<file path="src/rtl/mmio_pkg.sv">
// Shared constants for the memory-mapped I/O block: register offsets,
// timer control bit positions, field widths and the default I/O window base.
package mmio_pkg;

  localparam logic [31:0] DEFAULT_BASE_ADDR = 32'hC000_0000;

  localparam int unsigned LED_W = 10;
  localparam int unsigned SW_W  = 10;

  localparam logic [7:0] OFS_LEDS     = 8'h00;
  localparam logic [7:0] OFS_SWITCHES = 8'h04;
  localparam logic [7:0] OFS_SW_STAT  = 8'h08;
  localparam logic [7:0] OFS_TMR_CNT  = 8'h0C;
  localparam logic [7:0] OFS_TMR_CMP  = 8'h10;
  localparam logic [7:0] OFS_TMR_CTRL = 8'h14;

  localparam int unsigned TMR_CTRL_EN    = 0;
  localparam int unsigned TMR_CTRL_AR    = 1;
  localparam int unsigned TMR_CTRL_MATCH = 2;

  localparam logic [31:0] TMR_CMP_RESET = 32'hFFFF_FFFF;

endpackage

</file>
<file path="src/rtl/sw_debounce.sv">
// Two-flop synchroniser followed by a candidate/stable debouncer; changed_o
// is high during the cycle whose closing edge updates stable_o.
module sw_debounce #(
  parameter int unsigned WIDTH           = 10,
  parameter int unsigned DEBOUNCE_CYCLES = 50000
) (
  input  logic             clk,
  input  logic             reset,
  input  logic [WIDTH-1:0] raw_i,
  output logic [WIDTH-1:0] stable_o,
  output logic             changed_o
);

  localparam int unsigned CW = (DEBOUNCE_CYCLES > 2) ? $clog2(DEBOUNCE_CYCLES) : 1;
  localparam logic [CW-1:0] LAST = CW'(DEBOUNCE_CYCLES - 1);

  logic [WIDTH-1:0] sync1_q, sync2_q;
  logic [WIDTH-1:0] cand_q, cand_d;
  logic [WIDTH-1:0] stable_q, stable_d;
  logic [CW-1:0]    dcnt_q, dcnt_d;
  logic             changed_s;

  always_ff @(posedge clk) begin
    if (reset) begin
      sync1_q  <= '0;
      sync2_q  <= '0;
      cand_q   <= '0;
      stable_q <= '0;
      dcnt_q   <= '0;
    end else begin
      sync1_q  <= raw_i;
      sync2_q  <= sync1_q;
      cand_q   <= cand_d;
      stable_q <= stable_d;
      dcnt_q   <= dcnt_d;
    end
  end

  // Any difference between the synced input and the candidate restarts the count.
  always_comb begin
    cand_d    = cand_q;
    stable_d  = stable_q;
    dcnt_d    = dcnt_q;
    changed_s = 1'b0;
    if (sync2_q != cand_q) begin
      cand_d = sync2_q;
      dcnt_d = '0;
    end else if (cand_q != stable_q) begin
      if (dcnt_q == LAST) begin
        stable_d  = cand_q;
        dcnt_d    = '0;
        changed_s = 1'b1;
      end else begin
        dcnt_d = dcnt_q + CW'(1);
      end
    end else begin
      dcnt_d = '0;
    end
  end

  assign stable_o  = stable_q;
  assign changed_o = changed_s;

endmodule

</file>
<file path="src/rtl/mmio_periph.sv">
// Memory-mapped LED / debounced switch / timer peripheral for the ARM data bus.
// Define MMIO_TIMER_EN to build the timer registers at offsets 0x0C-0x14.
module mmio_periph
  import mmio_pkg::*;
#(
  parameter logic [31:0] BASE_ADDR       = DEFAULT_BASE_ADDR,
  parameter int unsigned DEBOUNCE_CYCLES = 50000
) (
  input  logic            clk,
  input  logic            reset,
  input  logic            MemWrite,
  input  logic [31:0]     DataAdr,
  input  logic [31:0]     WriteData,
  output logic [31:0]     ReadData,
  output logic            io_sel,
  input  logic [SW_W-1:0] switches,
  output logic [LED_W-1:0] leds
);

  logic [7:0]       ofs_s;
  logic             we_s;
  logic [31:0]      rdata_s;
  logic [LED_W-1:0] leds_q, leds_d;
  logic             chg_q, chg_d;
  logic [SW_W-1:0]  sw_stable_s;
  logic             sw_changed_s;

  assign io_sel = (DataAdr[31:8] == BASE_ADDR[31:8]);
  assign ofs_s  = DataAdr[7:0];
  assign we_s   = MemWrite & io_sel;

  sw_debounce #(
    .WIDTH           (SW_W),
    .DEBOUNCE_CYCLES (DEBOUNCE_CYCLES)
  ) u_sw_debounce (
    .clk       (clk),
    .reset     (reset),
    .raw_i     (switches),
    .stable_o  (sw_stable_s),
    .changed_o (sw_changed_s)
  );

  // LED register and the switch-change flag; a hardware set outranks a W1C.
  always_comb begin
    leds_d = leds_q;
    chg_d  = chg_q;
    if (we_s && (ofs_s == OFS_LEDS)) begin
      leds_d = WriteData[LED_W-1:0];
    end else begin
      leds_d = leds_q;
    end
    if (sw_changed_s) begin
      chg_d = 1'b1;
    end else if (we_s && (ofs_s == OFS_SW_STAT) && WriteData[0]) begin
      chg_d = 1'b0;
    end else begin
      chg_d = chg_q;
    end
  end

  always_ff @(posedge clk) begin
    if (reset) begin
      leds_q <= '0;
      chg_q  <= 1'b0;
    end else begin
      leds_q <= leds_d;
      chg_q  <= chg_d;
    end
  end

`ifdef MMIO_TIMER_EN
  logic [31:0] cnt_q, cnt_d;
  logic [31:0] cmp_q, cmp_d;
  logic        en_q, en_d;
  logic        ar_q, ar_d;
  logic        match_q, match_d;
  logic        hit_s;

  assign hit_s = en_q && (cnt_q == cmp_q);

  // Timer next state: a CPU load of the count beats increment and reload.
  always_comb begin
    cnt_d   = cnt_q;
    cmp_d   = cmp_q;
    en_d    = en_q;
    ar_d    = ar_q;
    match_d = match_q;
    if (we_s && (ofs_s == OFS_TMR_CNT)) begin
      cnt_d = WriteData;
    end else if (hit_s && ar_q) begin
      cnt_d = 32'd0;
    end else if (en_q) begin
      cnt_d = cnt_q + 32'd1;
    end else begin
      cnt_d = cnt_q;
    end
    if (we_s && (ofs_s == OFS_TMR_CMP)) begin
      cmp_d = WriteData;
    end else begin
      cmp_d = cmp_q;
    end
    if (we_s && (ofs_s == OFS_TMR_CTRL)) begin
      en_d = WriteData[TMR_CTRL_EN];
      ar_d = WriteData[TMR_CTRL_AR];
    end else begin
      en_d = en_q;
      ar_d = ar_q;
    end
    if (hit_s) begin
      match_d = 1'b1;
    end else if (we_s && (ofs_s == OFS_TMR_CTRL) && WriteData[TMR_CTRL_MATCH]) begin
      match_d = 1'b0;
    end else begin
      match_d = match_q;
    end
  end

  always_ff @(posedge clk) begin
    if (reset) begin
      cnt_q   <= 32'd0;
      cmp_q   <= TMR_CMP_RESET;
      en_q    <= 1'b0;
      ar_q    <= 1'b0;
      match_q <= 1'b0;
    end else begin
      cnt_q   <= cnt_d;
      cmp_q   <= cmp_d;
      en_q    <= en_d;
      ar_q    <= ar_d;
      match_q <= match_d;
    end
  end
`else
  logic unused_wdata_s;
  assign unused_wdata_s = &{1'b0, WriteData[31:LED_W]};
`endif

  // Read mux reflects register state ahead of the current edge.
  always_comb begin
    rdata_s = 32'd0;
    case (ofs_s)
      OFS_LEDS:     rdata_s = {{(32-LED_W){1'b0}}, leds_q};
      OFS_SWITCHES: rdata_s = {{(32-SW_W){1'b0}}, sw_stable_s};
      OFS_SW_STAT:  rdata_s = {31'd0, chg_q};
`ifdef MMIO_TIMER_EN
      OFS_TMR_CNT:  rdata_s = cnt_q;
      OFS_TMR_CMP:  rdata_s = cmp_q;
      OFS_TMR_CTRL: rdata_s = {29'd0, match_q, ar_q, en_q};
`endif
      default:      rdata_s = 32'd0;
    endcase
  end

  assign ReadData = io_sel ? rdata_s : 32'd0;
  assign leds     = leds_q;

endmodule

</file>
<file path="config.mk">
export PLATFORM = sky130hd
export DESIGN_NAME = mmio_periph
export DESIGN_NICKNAME = d
export VERILOG_FILES = /design/src/rtl/mmio_pkg.sv /design/src/rtl/sw_debounce.sv /design/src/rtl/mmio_periph.sv
export SDC_FILE = /design/constraint.sdc
export NUM_CORES = 1
export LEC_CHECK = 0
export CAP_MARGIN = 10
export CORE_UTILIZATION = 39
export DETAILED_ROUTE_END_ITERATION = 16
export PLACE_DENSITY = 0.85
export SYNTH_ARGS = -nofsm -noshare
export SYNTH_HDL_FRONTEND = slang
export SYNTH_SLANG_ARGS = --single-unit
</file>
<file path="constraint.sdc">
create_clock -name clk -period 3.36 [get_ports clk]
set_input_delay 1.008 -clock clk [delete_from_list [all_inputs] [get_ports clk]]
set_output_delay 1.008 -clock clk [all_outputs]
set_load 0.02 [all_outputs]
</file>
# Yosys cells after proc, flatten, opt, wreduce, memory -nomap -nowiden
# Cells that the tools add are included.
# op_classes
n_addsub	1
n_eq_ne	6
n_mux	7
n_bitwise	3
n_reduce_logical	7
# ops
op	count
32-bit 2-to-1 mux	1
10-bit one-hot mux with 3 select lines	1
24-bit equality test (second input constant)	1
10-bit inequality test	2
16-bit by 1-bit adder with 16-bit output (second input constant)	1
16-bit equality test (second input constant)	1
8-bit by 3-bit equality test with 1-bit output (second input constant)	1
8-bit by 4-bit equality test with 1-bit output (second input constant)	1
8-bit zero test	1
1-bit 2-to-1 mux	5
4-bit OR reduction	1
1-bit logical AND	3
3-bit AND reduction	1
1-bit inverter	2
2-bit nonzero test	1
1-bit bitwise AND	1
# word_totals
ff_bits	67

# Depth between registers and ports, before layout
# logic_depth
word_depth	6
depth_mapped	7

# Modules after synthesis
# A second synthesis with hierarchy kept.
# hier_totals
cells_unflattened	337
area_unflattened_um2	3154.3
# modules_own_cells
mod	instances	cells_per_inst	area_each_um2	seq_area_each_um2
sw_debounce	1	221	2179.6	1121.1
mmio_periph	1	116	974.7	220.2

# Worst setup path before layout
# Ideal clock, no wire load.
# synth_timing
path_kind	input port to output port
start	input DataAdr[20]
end	output ReadData[0]
arrival_ns	2.667
t_required_ns	2.352
setup_slack_ns	-0.315
stages	6
cell_sequence	nor4_1 nand4_1 or2_2 a211o_1 clkbuf_1 nor3_1
# synth_via
elab_chain_len	2
# synth_rtl
item	line	text
from (decl)	mmio_periph.sv:12	input logic [31:0] DataAdr,
24-bit equality test	mmio_periph.sv:28	assign io_sel = (DataAdr[31:8] == BASE_ADDR[31:8]);
32-bit 2-to-1 mux	mmio_periph.sv:154	assign ReadData = io_sel ? rdata_s : 32'd0;
to (decl)	mmio_periph.sv:14	output logic [31:0] ReadData,
# No other way between the ends.

# Worst setup path in the final report
# layout_timing
start	input DataAdr[10]
end	output ReadData[0]
# The elaborated chain is that of the path after synthesis.

==> results.md <==
- Status: finished with violations
- Violated checks: negative setup slack
- Cells after DPL: 494
- Synth area leader: dfxtp_1
- First-pass GRT wire length: 10280 um
- Total gr overflow: 0
- Clk sinks: 67
- Startpoint types: input pin
- Hold Fails Final Rpt: 0
- Met2 Track Usage GR: 30.77%
- Share of post-route cells with drive strength above 1: 21.39%
- Max_cap viols: 0
- # port buffers: 75
- Die area: 0.007930 mm^2
- Post-DP HPWL: 4737 um
- Max_slew headroom: 65.40%
- Cells after Synth: 322
- EDFF count, synth: 0
- Required time worst endpoint: 2.35 ns
- Gpl congestion: 0.7437
- Boundary Pins: 120
- F_max: 282.2 MHz
- Post-DR wirelength/cell: 12.92 um
- Multi-input logic area: 0.001638 mm^2
- Clk_skew: 0.009235 ns
- Commonest cells after routing, fill and taps aside: dfxtp_1, clkdlybuf4s50_1, nor2b_1, nor2_1, conb_1
- Longest Clk Path Bufs: 2
- Via density: 4.924
- Post-route ant nets: 0
- Top Usage Layer GRT: met2
- Row cnt: 31
- Initial drt markers: 166
- Critical path class: in2out
- Min-Delay Path Class: reg2reg
- Placement Cell Area: 0.003899 mm^2
- CTS buffer count: 9
- Sw Share: 25.29%
- Non-filler cells in the finished layout: 515
- Leak Pwr: 1.555 nW
- Worst Setup End Kind: output pin
- Yosys reg bits: 67
- Die X: 89.05 um
- Sw Pwr: 417.2 uW
- Die Ht: 89.05 um
- Commonest non-fill, non-tap cell in the layout: dfxtp_1
- Initial core utilization: 40.53%
- Filler cells: 618
- Clock transition at path regs: 0.07 ns
- Nets: 489
- Top post-synthesis cells by area: dfxtp_1, nor2b_1, xnor2_1, buf_4, nor2_1
- Total Wirelength: 6653 um
- Pin count of the biggest net entering global routing: 52
- Total track usage: 17.16%
- Tcrit/Tclk final: 105.5%
- Logic gate share of total power: 9.8%
- CP Data Arrival Time: 2.54 ns
- Fin util: 57.70%
- Register share of total power: 49.5%
- Clock latency on the worst-skew pair: 0.35 ns
- Count of different cell masters after synthesis: 29
- Post-synthesis sequential area ratio: 45.39%
- GR Util met1: 18.51%
- Mean area per synthesized cell: 9.178 um^2
- Worst-path fanout max: 3
- Slew @ Worst Pin: 0.5190 ns
- DRT Pass-1 Iters: 4
- Area grow syn2layout: 42.38%
- Slew Limit Fails: 0
- Post-Syn Area: 0.002955 mm^2
- Reg area: 0.001341 mm^2
- DR DRC count: 0
- Synth Flop Type: dfxtp_1
- Area share of the largest cell type after synthesis: 45.39%
- TritonCTS clock tree: built
- Core ar.: 0.007292 mm^2
- Syn. warnings: 0
- H-tree Lvls: 3
- Clk root buf: clkbuf_8
- Worst VDD drop: 0.2379 mV
- Final Critical Period: 3.544 ns
- Power share of the clock group: 40.7%
- Hold_ws: 0.4317 ns
- Power density over cell area: 392.0 mW/mm^2
- Antenna cells: 0
- Worst Slack Setup Final: -0.1836 ns
- Vias: 2536
- Number of global-route vias before repair: 2345
- Synth async-reset ratio: 0%
- RSZ-0062 raised after global routing: yes
- Final setup fails: 10
- Met3 usage: 4.894%
- Initial antenna violation count: 0
- P_int: 1.232 mW
- Final Instance Area: 0.004208 mm^2
- TNS Setup: -1.445 ns
==> synthesized netlist by cell type (2+ instances only) <==
library cell   n
nand2_1        7
nor2_1        41
clkbuf_1      11
a22oi_1        9
and4_1         2
nor2b_1       31
or4_1          2
nor3_1         4
o31ai_1       11
nor4_1        11
buf_2          3
a21oi_1       12
mux2i_1       11
nand4_1       16
xnor2_1       21
dfxtp_1       67
nor4b_1        2
xor2_1        13
buf_4         22
inv_1          5
nor4bb_1       3
nand3_1       10
and3_1         2
==> worst paths after layout <==
kind / cells past startpoint / end / startpoint / slack (ns)
max: 8 / ReadData[0] / DataAdr[10] / -0.18
min: 1 / u_sw_debounce.sync2_q[6] / u_sw_debounce.sync1_q[6] / 0.43
max reg2reg: 5 / u_sw_debounce.dcnt_q[3] / u_sw_debounce.cand_q[4] / 0.93
min reg2reg: 1 / u_sw_debounce.sync2_q[6] / u_sw_debounce.sync1_q[6] / 0.43
==> cells by family (layout without fill, tap and decap cells) <==
group | Yosys count | in the layout | synth area share [%]
other | 1 | 22 | 0.1269
muxes | 11 | 11 | 3.726
adders and majority gates | 1 | 1 | 0.4233
xor gates and xnor gates | 34 | 34 | 10.08
buffers and inverters | 42 | 115 | 8.510
DFF | 67 | 67 | 45.39
and+or+nand+nor | 133 | 133 | 24.34
AOI/OAI and AO/OA | 33 | 33 | 7.409
==> power by group through the flow <==
stage / Clock (mW) / Sequential, mW / Combinational [mW]
global placement: 0 / 0.835 / 0.156
CTS: 0.688 / 0.817 / 0.155
floorplan: 0 / 0.833 / 0.0992
global route: 0.726 / 0.818 / 0.175
finish: 0.672 / 0.817 / 0.161
detailed placement: 0 / 0.835 / 0.159
==> state kept, by name (all words and copies together), names as in the netlist <==
signal / cells
u_sw_debounce.sync1_q: 10
u_sw_debounce.cand_q: 10
chg_q: 1
u_sw_debounce.dcnt_q: 16
u_sw_debounce.stable_o: 10
u_sw_debounce.sync2_q: 10
leds: 10
==> routing by layer <==
layer / vias up / share of wire [%]
met4: 0 / 2.5
met5: - / 0
met1: 1158 / 40
li1: 1251 / -
met2: 111 / 49
met3: 16 / 9.0
==> metrics by stage <==
step / total power, mW / worst slack, ns
finish: 1.649 / -0.1836
global route: 1.719 / -0.2674
CTS: 1.660 / -0.2423
detailed placement: 0.9945 / -1.101
global placement: 0.9906 / -1.034
floorplan: 0.9324 / 0.03940
==> area by class of cell <==
| cell class | count | area share (%) |
|---|---|---|
| tap | 99 | 2.944 |
| clock buffer | 9 | 2.944 |
| timing repair buffer | 94 | 21.08 |
| inverter | 5 | 0.4460 |
| clock inverter | 7 | 1.784 |
| multi-input combinational | 234 | 38.92 |
| sequential | 67 | 31.88 |
==> worst max-delay path: stages <==
cell	delay [ns]
buf_6	0.10
nor4_4	0.26
nand4_1	0.15
or2_4	0.26
a211o_4	0.32
buf_6	0.14
nor3_4	0.16
buf_6	0.14
==> repair_timing <==
item | in CTS | in global routing
cloned | 1 | 0
endpoints found under the hold margin | 0 | 0
hold buffers | 0 | 0
pin swaps | 17 | 6
buffers inserted | 2 | 2
resized for setup | 154 | 13
endpoints found under the setup margin | 11 | 11
Power figures use the tool's default switching activity.
